File: config.mk
export PLATFORM = sky130hd
export DESIGN_NAME = truth_table_lut_seq_flat
export DESIGN_NICKNAME = d
export VERILOG_FILES = /design/src/rtl/truth_table_lut_seq_if.sv /design/src/rtl/truth_table_lut_seq.sv /design/src/flat_wrapper.sv
export SDC_FILE = /design/constraint.sdc
export NUM_CORES = 1
export LEC_CHECK = 0
export BUFFER_PORTS_ARGS = -buffer_cell sky130_fd_sc_hd__buf_2
export CAP_MARGIN = 20
export CORE_ASPECT_RATIO = 1.25
export CORE_MARGIN = 2
export CORE_UTILIZATION = 50
export CTS_BUF_LIST = sky130_fd_sc_hd__clkbuf_8
export DETAILED_ROUTE_END_ITERATION = 6
export PLACE_DENSITY = 0.81
export RECOVER_POWER = 25
export SYNTH_ARGS = -nofsm -noshare
export SYNTH_HDL_FRONTEND = slang
export SYNTH_SLANG_ARGS = --single-unit
File: constraint.sdc
create_clock -name clk -period 4 [get_ports clk]
set_clock_uncertainty 0.2 [all_clocks]
set_input_delay 0.2 -clock clk [delete_from_list [all_inputs] [get_ports clk]]
set_output_delay 0.2 -clock clk [all_outputs]
set_load 0.02 [all_outputs]
File: src/rtl/truth_table_lut_seq_if.sv
`default_nettype none
// ============================================================================
//  Module   : truth_table_lut_seq_if
//  Brief    : Config-load, evaluate and sweep handshake bundle for the LUT gate.
//  Revision : 1.0  initial release
// ============================================================================
interface truth_table_lut_seq_if #(
  parameter int N_INPUTS = 4
);
  logic                cfg_start;
  logic                cfg_valid;
  logic                cfg_bit;
  logic                cfg_ready;
  logic                cfg_done;
  logic                eval_valid;
  logic [N_INPUTS-1:0] eval_in;
  logic                eval_ready;
  logic                sweep_start;
  logic                sweep_busy;
  logic                sweep_done;
  logic                out_valid;
  logic                out;
  logic [N_INPUTS-1:0] out_row;
  logic [N_INPUTS:0]   ones_count;

  modport master (
    output cfg_start, cfg_valid, cfg_bit, eval_valid, eval_in, sweep_start,
    input  cfg_ready, cfg_done, eval_ready, sweep_busy, sweep_done,
           out_valid, out, out_row, ones_count
  );

  modport slave (
    input  cfg_start, cfg_valid, cfg_bit, eval_valid, eval_in, sweep_start,
    output cfg_ready, cfg_done, eval_ready, sweep_busy, sweep_done,
           out_valid, out, out_row, ones_count
  );
endinterface
`default_nettype wire

File: src/rtl/truth_table_lut_seq.sv
`default_nettype none
// ============================================================================
//  Module   : truth_table_lut_seq
//  Brief    : Run-time loadable N-input truth-table gate with registered eval
//             and full-table sweep.
//  Revision : 1.0  initial release
// ============================================================================
module truth_table_lut_seq #(
  parameter int N_INPUTS = 4
) (
  input  wire logic             clk,
  input  wire logic             rst_n,
  truth_table_lut_seq_if.slave  bus
);
  localparam int                  ROWS       = 1 << N_INPUTS;
  localparam logic [N_INPUTS-1:0] c_LAST_ROW = N_INPUTS'(ROWS - 1);

  typedef enum logic [1:0] {
    S_IDLE  = 2'd0,
    S_LOAD  = 2'd1,
    S_SWEEP = 2'd2
  } state_t;

  state_t              r_state;
  logic [ROWS-1:0]     r_shadow;
  logic [ROWS-1:0]     r_active;
  logic [N_INPUTS-1:0] r_bit_cnt;
  logic [N_INPUTS-1:0] r_row_cnt;
  logic [N_INPUTS-1:0] r_out_row;
  logic [N_INPUTS:0]   r_ones_count;
  logic                r_cfg_done;
  logic                r_sweep_busy;
  logic                r_sweep_done;
  logic                r_out_valid;
  logic                r_out;

  logic [ROWS-1:0]     w_shadow_next;
  logic                w_idle_start;
  logic                w_eval_ready;
  logic                w_eval_fire;

  assign w_idle_start = (r_state == S_IDLE) && (bus.cfg_start || bus.sweep_start);
  assign w_eval_ready = (r_state != S_SWEEP) && !w_idle_start;
  assign w_eval_fire  = bus.eval_valid && w_eval_ready;

  // Shadow with the incoming bit merged, so a commit includes the final bit.
  always_comb begin
    w_shadow_next            = r_shadow;
    w_shadow_next[r_bit_cnt] = bus.cfg_bit;
  end

  always_ff @(posedge clk or negedge rst_n) begin
    if (!rst_n) begin
      r_state      <= S_IDLE;
      r_shadow     <= '0;
      r_active     <= '0;
      r_bit_cnt    <= '0;
      r_row_cnt    <= '0;
      r_out_row    <= '0;
      r_ones_count <= '0;
      r_cfg_done   <= 1'b0;
      r_sweep_busy <= 1'b0;
      r_sweep_done <= 1'b0;
      r_out_valid  <= 1'b0;
      r_out        <= 1'b0;
    end else begin
      r_cfg_done  <= 1'b0;
      r_out_valid <= 1'b0;

      if (w_eval_fire) begin
        r_out_valid <= 1'b1;
        r_out       <= r_active[bus.eval_in];
        r_out_row   <= bus.eval_in;
      end

      case (r_state)
        S_IDLE: begin
          if (bus.cfg_start) begin
            r_state   <= S_LOAD;
            r_bit_cnt <= '0;
          end else if (bus.sweep_start) begin
            // Row 0 is registered here so it appears the cycle after the request.
            r_state      <= S_SWEEP;
            r_sweep_busy <= 1'b1;
            r_sweep_done <= 1'b0;
            r_out_valid  <= 1'b1;
            r_out        <= r_active[0];
            r_out_row    <= '0;
            r_ones_count <= {{N_INPUTS{1'b0}}, r_active[0]};
            r_row_cnt    <= N_INPUTS'(1);
          end
        end

        S_LOAD: begin
          if (bus.cfg_start) begin
            r_bit_cnt <= '0;
          end else if (bus.cfg_valid) begin
            r_shadow  <= w_shadow_next;
            r_bit_cnt <= r_bit_cnt + N_INPUTS'(1);
            if (r_bit_cnt == c_LAST_ROW) begin
              r_active   <= w_shadow_next;
              r_cfg_done <= 1'b1;
              r_state    <= S_IDLE;
            end
          end
        end

        S_SWEEP: begin
          if (r_sweep_done) begin
            r_state      <= S_IDLE;
            r_sweep_busy <= 1'b0;
            r_sweep_done <= 1'b0;
          end else begin
            r_out_valid  <= 1'b1;
            r_out        <= r_active[r_row_cnt];
            r_out_row    <= r_row_cnt;
            r_ones_count <= r_ones_count + {{N_INPUTS{1'b0}}, r_active[r_row_cnt]};
            r_sweep_done <= (r_row_cnt == c_LAST_ROW);
            r_row_cnt    <= r_row_cnt + N_INPUTS'(1);
          end
        end

        default: r_state <= S_IDLE;
      endcase
    end
  end

  assign bus.cfg_ready  = (r_state == S_LOAD);
  assign bus.cfg_done   = r_cfg_done;
  assign bus.eval_ready = w_eval_ready;
  assign bus.sweep_busy = r_sweep_busy;
  assign bus.sweep_done = r_sweep_done;
  assign bus.out_valid  = r_out_valid;
  assign bus.out        = r_out;
  assign bus.out_row    = r_out_row;
  assign bus.ones_count = r_ones_count;

endmodule
`default_nettype wire

File: src/flat_wrapper.sv
// flat-port wrapper written by rule: the top's interface ports become plain ports
module truth_table_lut_seq_flat 
#(
  parameter int N_INPUTS = 4
)
  (clk, rst_n, bus_cfg_start, bus_cfg_valid, bus_cfg_bit, bus_eval_valid, bus_eval_in, bus_sweep_start, bus_cfg_ready, bus_cfg_done, bus_eval_ready, bus_sweep_busy, bus_sweep_done, bus_out_valid, bus_out, bus_out_row, bus_ones_count);
  truth_table_lut_seq_if #(.N_INPUTS(N_INPUTS)) bus_i ();
  input  wire logic clk;
  input  wire logic rst_n;
  input wire logic [$bits(bus_i.cfg_start)-1:0] bus_cfg_start;
  input wire logic [$bits(bus_i.cfg_valid)-1:0] bus_cfg_valid;
  input wire logic [$bits(bus_i.cfg_bit)-1:0] bus_cfg_bit;
  input wire logic [$bits(bus_i.eval_valid)-1:0] bus_eval_valid;
  input wire logic [$bits(bus_i.eval_in)-1:0] bus_eval_in;
  input wire logic [$bits(bus_i.sweep_start)-1:0] bus_sweep_start;
  output wire logic [$bits(bus_i.cfg_ready)-1:0] bus_cfg_ready;
  output wire logic [$bits(bus_i.cfg_done)-1:0] bus_cfg_done;
  output wire logic [$bits(bus_i.eval_ready)-1:0] bus_eval_ready;
  output wire logic [$bits(bus_i.sweep_busy)-1:0] bus_sweep_busy;
  output wire logic [$bits(bus_i.sweep_done)-1:0] bus_sweep_done;
  output wire logic [$bits(bus_i.out_valid)-1:0] bus_out_valid;
  output wire logic [$bits(bus_i.out)-1:0] bus_out;
  output wire logic [$bits(bus_i.out_row)-1:0] bus_out_row;
  output wire logic [$bits(bus_i.ones_count)-1:0] bus_ones_count;
  assign bus_i.cfg_start = bus_cfg_start;
  assign bus_i.cfg_valid = bus_cfg_valid;
  assign bus_i.cfg_bit = bus_cfg_bit;
  assign bus_i.eval_valid = bus_eval_valid;
  assign bus_i.eval_in = bus_eval_in;
  assign bus_i.sweep_start = bus_sweep_start;
  assign bus_cfg_ready = bus_i.cfg_ready;
  assign bus_cfg_done = bus_i.cfg_done;
  assign bus_eval_ready = bus_i.eval_ready;
  assign bus_sweep_busy = bus_i.sweep_busy;
  assign bus_sweep_done = bus_i.sweep_done;
  assign bus_out_valid = bus_i.out_valid;
  assign bus_out = bus_i.out;
  assign bus_out_row = bus_i.out_row;
  assign bus_ones_count = bus_i.ones_count;
  truth_table_lut_seq #(.N_INPUTS(N_INPUTS)) u_core (.clk(clk), .rst_n(rst_n), .bus(bus_i));
endmodule
Word-level counts from Yosys, hierarchy flattened
Cells that the tools add are included.
Cells by class
  add/sub/neg operators: 3
  order comparisons: 4
  equality and inequality tests: 15
  muxes and demuxes: 53
  bitwise operators: 1
  reduce and logical (&&, ||, !) cells: 16
Operators by type and width (number)
  $mux W4: 10
  $pmux W4 S2: 3
  $mux W1: 21
  $bwmux W16: 1
  $lt A4 B5 Y1 const B: 3
  $mux W5: 3
  $ne A2 B2 Y1 const B: 7
  $mux W2: 6
  $reduce_and A4 Y1: 3
  $pmux W5 S2: 1
  $reduce_and A3 Y1: 3
  $add A4 B1 Y4 const B: 2
  $bmux W1 S4: 2
  $eq A4 B4 Y1 const B: 2
  $pmux W1 S2: 4
  $ne A3 B3 Y1 const B: 2
  $pmux W2 S3: 1
  $add A5 B1 Y5: 1
  $reduce_and A5 Y1: 1
  $demux W1 S4: 1
  $ge A4 B1 Y1 const B: 1
  $logic_and A1 B1 Y1: 4
  $ne A2 B1 Y1 const B: 2
  $reduce_bool A2 Y1: 2
  6 further kinds: 6
Word-level totals
  flip-flop bits (word level): 56
  input port bits: 11

Logic depth before layout (Yosys ltp)
  word-level depth: 9
  depth in mapped cells: 10
  depth with buffers taken out: 9

Worst setup path after synthesis
Ideal clock, no wire load.
  kind: reg-to-reg
  from: register u_core.r_row_cnt[0]
  to: register u_core.r_ones_count[4] (netlist: u_core.bus.ones_count[4])
  setup time: 0.144 ns
  data arrival time: 1.861 ns
  path slack: 1.795 ns
  stages on the path, launching flop included: 10
  path buffers: 1
  clock period less this slack: 2.205 ns
  cells stage by stage: dfrtp_1 buf_2 mux4_2 nand2_1 nand3_1 ha_1 ha_1 nand4_1 xor2_1 nor2_1
On the way
  cells in the longest elaborated chain, start to end: 5
Ends and longest elaborated chain
  start, declared: RTL line truth_table_lut_seq.sv:28  | logic [N_INPUTS-1:0] r_row_cnt;
  start signal, assigned: RTL line truth_table_lut_seq.sv:119  | r_row_cnt <= r_row_cnt + N_INPUTS'(1);
  $bmux W1 S4: RTL line truth_table_lut_seq.sv:117  | r_ones_count <= r_ones_count + {{N_INPUTS{1'b0}}, r_active[r_row_cnt]};
  $mux W1 (implied by the code): RTL line truth_table_lut_seq.sv:117
  $add A5 B1 Y5: RTL line truth_table_lut_seq.sv:117
  $mux W5: RTL line truth_table_lut_seq.sv:109  | if (r_sweep_done) begin
  $pmux W5 S2: RTL line truth_table_lut_seq.sv:76  | case (r_state)
  end signal, assigned: RTL line truth_table_lut_seq.sv:89  | r_ones_count <= {{N_INPUTS{1'b0}}, r_active[0]};
  end signal, assigned: RTL line truth_table_lut_seq.sv:117
  end, declared: RTL line truth_table_lut_seq.sv:30  | logic [N_INPUTS:0] r_ones_count;
Every way passes these cells. The select of a mux whose other input is x is not followed.
A chain may end at the register's enable or synchronous reset.

Worst setup path after layout
  from: register u_core.r_state[0]
  to: register u_core.r_active[9]
On the way
  cells in the longest elaborated chain, start to end: 2
Ends and longest elaborated chain
  start, declared: RTL line truth_table_lut_seq.sv:24  | state_t r_state;
  start signal, assigned: RTL line truth_table_lut_seq.sv:54  | r_state <= S_IDLE;
  start signal, assigned: RTL line truth_table_lut_seq.sv:79  | r_state <= S_LOAD;
  start signal, assigned: RTL line truth_table_lut_seq.sv:83  | r_state <= S_SWEEP;
  $eq A2 B1 Y1: RTL line truth_table_lut_seq.sv:76
  $reduce_and A4 Y1 (no line)
  end signal, assigned: RTL line truth_table_lut_seq.sv:101  | r_active <= w_shadow_next;
  end, declared: RTL line truth_table_lut_seq.sv:26  | logic [ROWS-1:0] r_active;
Every way passes these cells.

==> flow_summary.ini <==
[die]
core-area_mm2 = 0.00541
num_rows = 30
die_area_mm2 = 0.00617
die_w_um = 70.7
ioPinCount = 27
die_h_um = 87.3
initial_core_util_pct = 51.4

[yosys]
synthFlopType = dfrtp_1
netlist_area_mm2 = 0.00278
netlist.area_leader.share_pct = 49.6
synth.largest_area_cell = dfrtp_1
synthMuxAreaShare_pct = 21.7
synth_compound_area_share_pct = 7.80
synth_most_common_cell = dfrtp_1
synthSimpleGateAreaFrac_pct = 12.6
synth.distinct_cells = 39
syn_avg_cell_area_um2 = 11.5
ys_ff_latch = 55
ys_async_sr_fraction_pct = 100
syn-num-nets = 260
synth_adder_area_share_pct = 3.15
synth_xor_area_share_pct = 1.58
synth.area.top_cells = dfrtp_1 (50%), mux2_2 (11%), mux2i_1 (5.0%)
ys_warn_count = 0
synth_top_family_by_area = multiplexers
seq_area_frac_synth_pct = 49.6
synth_cells = 242
synthTopCellsByCount = dfrtp_1 (55), mux2_2 (28), nand2_1 (28)
synth_edf_count = 0

[clock_tree]
cts_tree = built
cts-root-buf = clkbuf_8
numCtsBuffers = 5
cts_setup_buffers = 0
cts_buffer_depth = 2
h-tree-depth = 2
clk_latency_ps = 300
clk_pin_slew_ps = 90
cts.sinks = 55

[timing]
max_slew_margin_pct = 42.3
hold_viol = 0
rsz0062_at_grt = false
slew_violations = 0
post-route-period-util_pct = 66.5
fin_setup_tns_ps = 0
period_needed_ps = 2660
fmax_ghz = 0.376
setup_viol_count_final = 0
whs_ps = 47.7
worst_pin_slew_ps = 863

[layout]
instances_no_fill = 330
drive_above_1_share_pct = 21.8
antenna_cells = 0
fin_nets = 283
area_growth_syn_to_layout_pct = 8.74
final_util_pct = 55.9

[place]
dpl.hpwl_um = 4120
gp_congestion = 0.837
io_buffer_count = 26
place_inst = 320

[critical_path]
cp-end-kind = flop
cp_num_buf_inv = 0
start_kind = flop
slowest_delay_ps = 710
critPathRequiredTime_ps = 3980
criticalPathCategory = reg -> reg
worstPathMaxFanout = 20
worst_path_max_delay_cell = nand4_1
path_cells = and2_1 > and3_1 > nand4_1 > mux2_2
critical_path_arrival_ps = 2640
crit_family = simple AND/OR/NAND/NOR gates

[power_and_ir_drop]
power_leakage_nw = 1.44
ir_drop_v = 0.000160
cellPowerDensity_mw_per_mm2 = 362

[global_routing]
overflow = 0
grtUsageTotal_pct = 19.5
grt_max_degree = 56
grt_antenna_before_repair = 0
grt_pass1_wl_um = 9300
grt_pass1_vias = 1962

[route]
dr.first_iter.drc_count = 114
wire_per_inst_um = 17.2
via_per_inst = 5.81
routed_wirelength_um = 5660
ant_nets = 0
drt-pass1-iter-count = 4
drc = 0
vias = 1918

[run]
max_cap_viol_count = 0

[min_path]
hold_path.class = in -> reg

[run_status]
status = finished clean
## worst reg2reg max path: cells and delay by family, from the launching register on
kind	cells	cell delay (ps)
flops	1	490
mux	1	570
simple gates	3	1280
## flip-flops by register name, summed over array words and instances (netlist names)
register and flops:
u_core.bus.cfg_done 1, u_core.bus.ones_count 5, u_core.bus.out 1, u_core.bus.out_row 4, u_core.bus.out_valid 1, u_core.bus.sweep_busy 1, u_core.bus.sweep_done 1, u_core.r_active 16
u_core.r_bit_cnt 4, u_core.r_row_cnt 4, u_core.r_shadow 15, u_core.r_state 2
## report_power, final
part           switching [mW]  internal, mW
combinational          0.0912        0.0689
clock                   0.173         0.118
sequential             0.0450         0.597
total                   0.309         0.785
## placed cells by master (no fill, tap or decap), drive strengths merged, types with 2 or more instances in the layout
cell type     n
nor2         12
nand3         8
mux2         28
mux4          6
a21oi         4
a22o          2
nor2b         5
xor2          4
clkbuf       16
a221oi        2
ha            7
o21ai        16
dlygate4sd3   2
nand4         5
a211oi        2
buf          17
inv          10
and2          7
dfrtp        55
nand2        29
mux2i        14
o22ai         2
## final cells by class
cell class / instances / area [um^2]
tap: 64 / 80.1
clock buffer: 5 / 68.8
timing repair buffer: 30 / 151
sequential: 55 / 1380
fill: 468 / 2390
multi-input combinational: 165 / 1300
inverter: 8 / 30.0
clock inverter: 3 / 12.5
## logic make-up (layout without fill, tap and decap cells)
family | count (synthesis) | after routing
adders and majority gates | 7 | 7
and+or+nand+nor | 71 | 71
AOI/OAI and AO/OA | 34 | 34
muxes | 48 | 48
xor gates and xnor gates | 5 | 5
buffers and inverters | 22 | 46
DFF | 55 | 55
## final timing paths
check | start | cells past startpoint | slack [ps] | endpoint
max in group asynchronous | rst_n | 3 | 2800 | u_core.r_shadow[9]$_DFFE_PN0P_
worst max-delay path | u_core.r_state[0]$_DFFE_PN0P_ | 4 | 1340 | u_core.r_active[9]$_DFFE_PN0P_
worst max register to register | u_core.r_state[0]$_DFFE_PN0P_ | 4 | 1340 | u_core.r_active[9]$_DFFE_PN0P_
worst min register to register | u_core.bus.sweep_busy$_DFFE_PN0P_ | 1 | 300 | u_core.bus.sweep_busy$_DFFE_PN0P_
min in group asynchronous | rst_n | 3 | 350 | u_core.bus.sweep_done$_DFFE_PN0P_
worst min-delay path | bus_eval_in[3] | 3 | 50 | u_core.bus.out_row[3]$_DFF_PN0_
## metal layers
metal  GRT usage [%]  share of wire [%]  vias to the layer above
li1                -                  -                      896
met1            21.0                 39                      953
met2            35.8                 54                       54
met3            3.82                4.0                       15
met4            11.0                3.2                        0
met5               0                  0                        -
## stage by stage
step	instance area (um^2)	setup slack, ps	total power [mW]
3_5_place_dp	2930	1360	0.817
6_report	3020	1340	1.09
2_1_floorplan	2780	1800	0.755
5_1_grt	3020	1100	1.14
3_3_place_gp	2930	1450	0.809
4_1_cts	3030	1320	1.10
## what timing repair did
| action | CTS | global route |
|---|---|---|
| endpoints found under the hold margin | 57 | 0 |
| gates resized for setup | 0 | 0 |
| hold buffers | 2 | 0 |
Note: power is estimated with default switching activity, not from simulation.
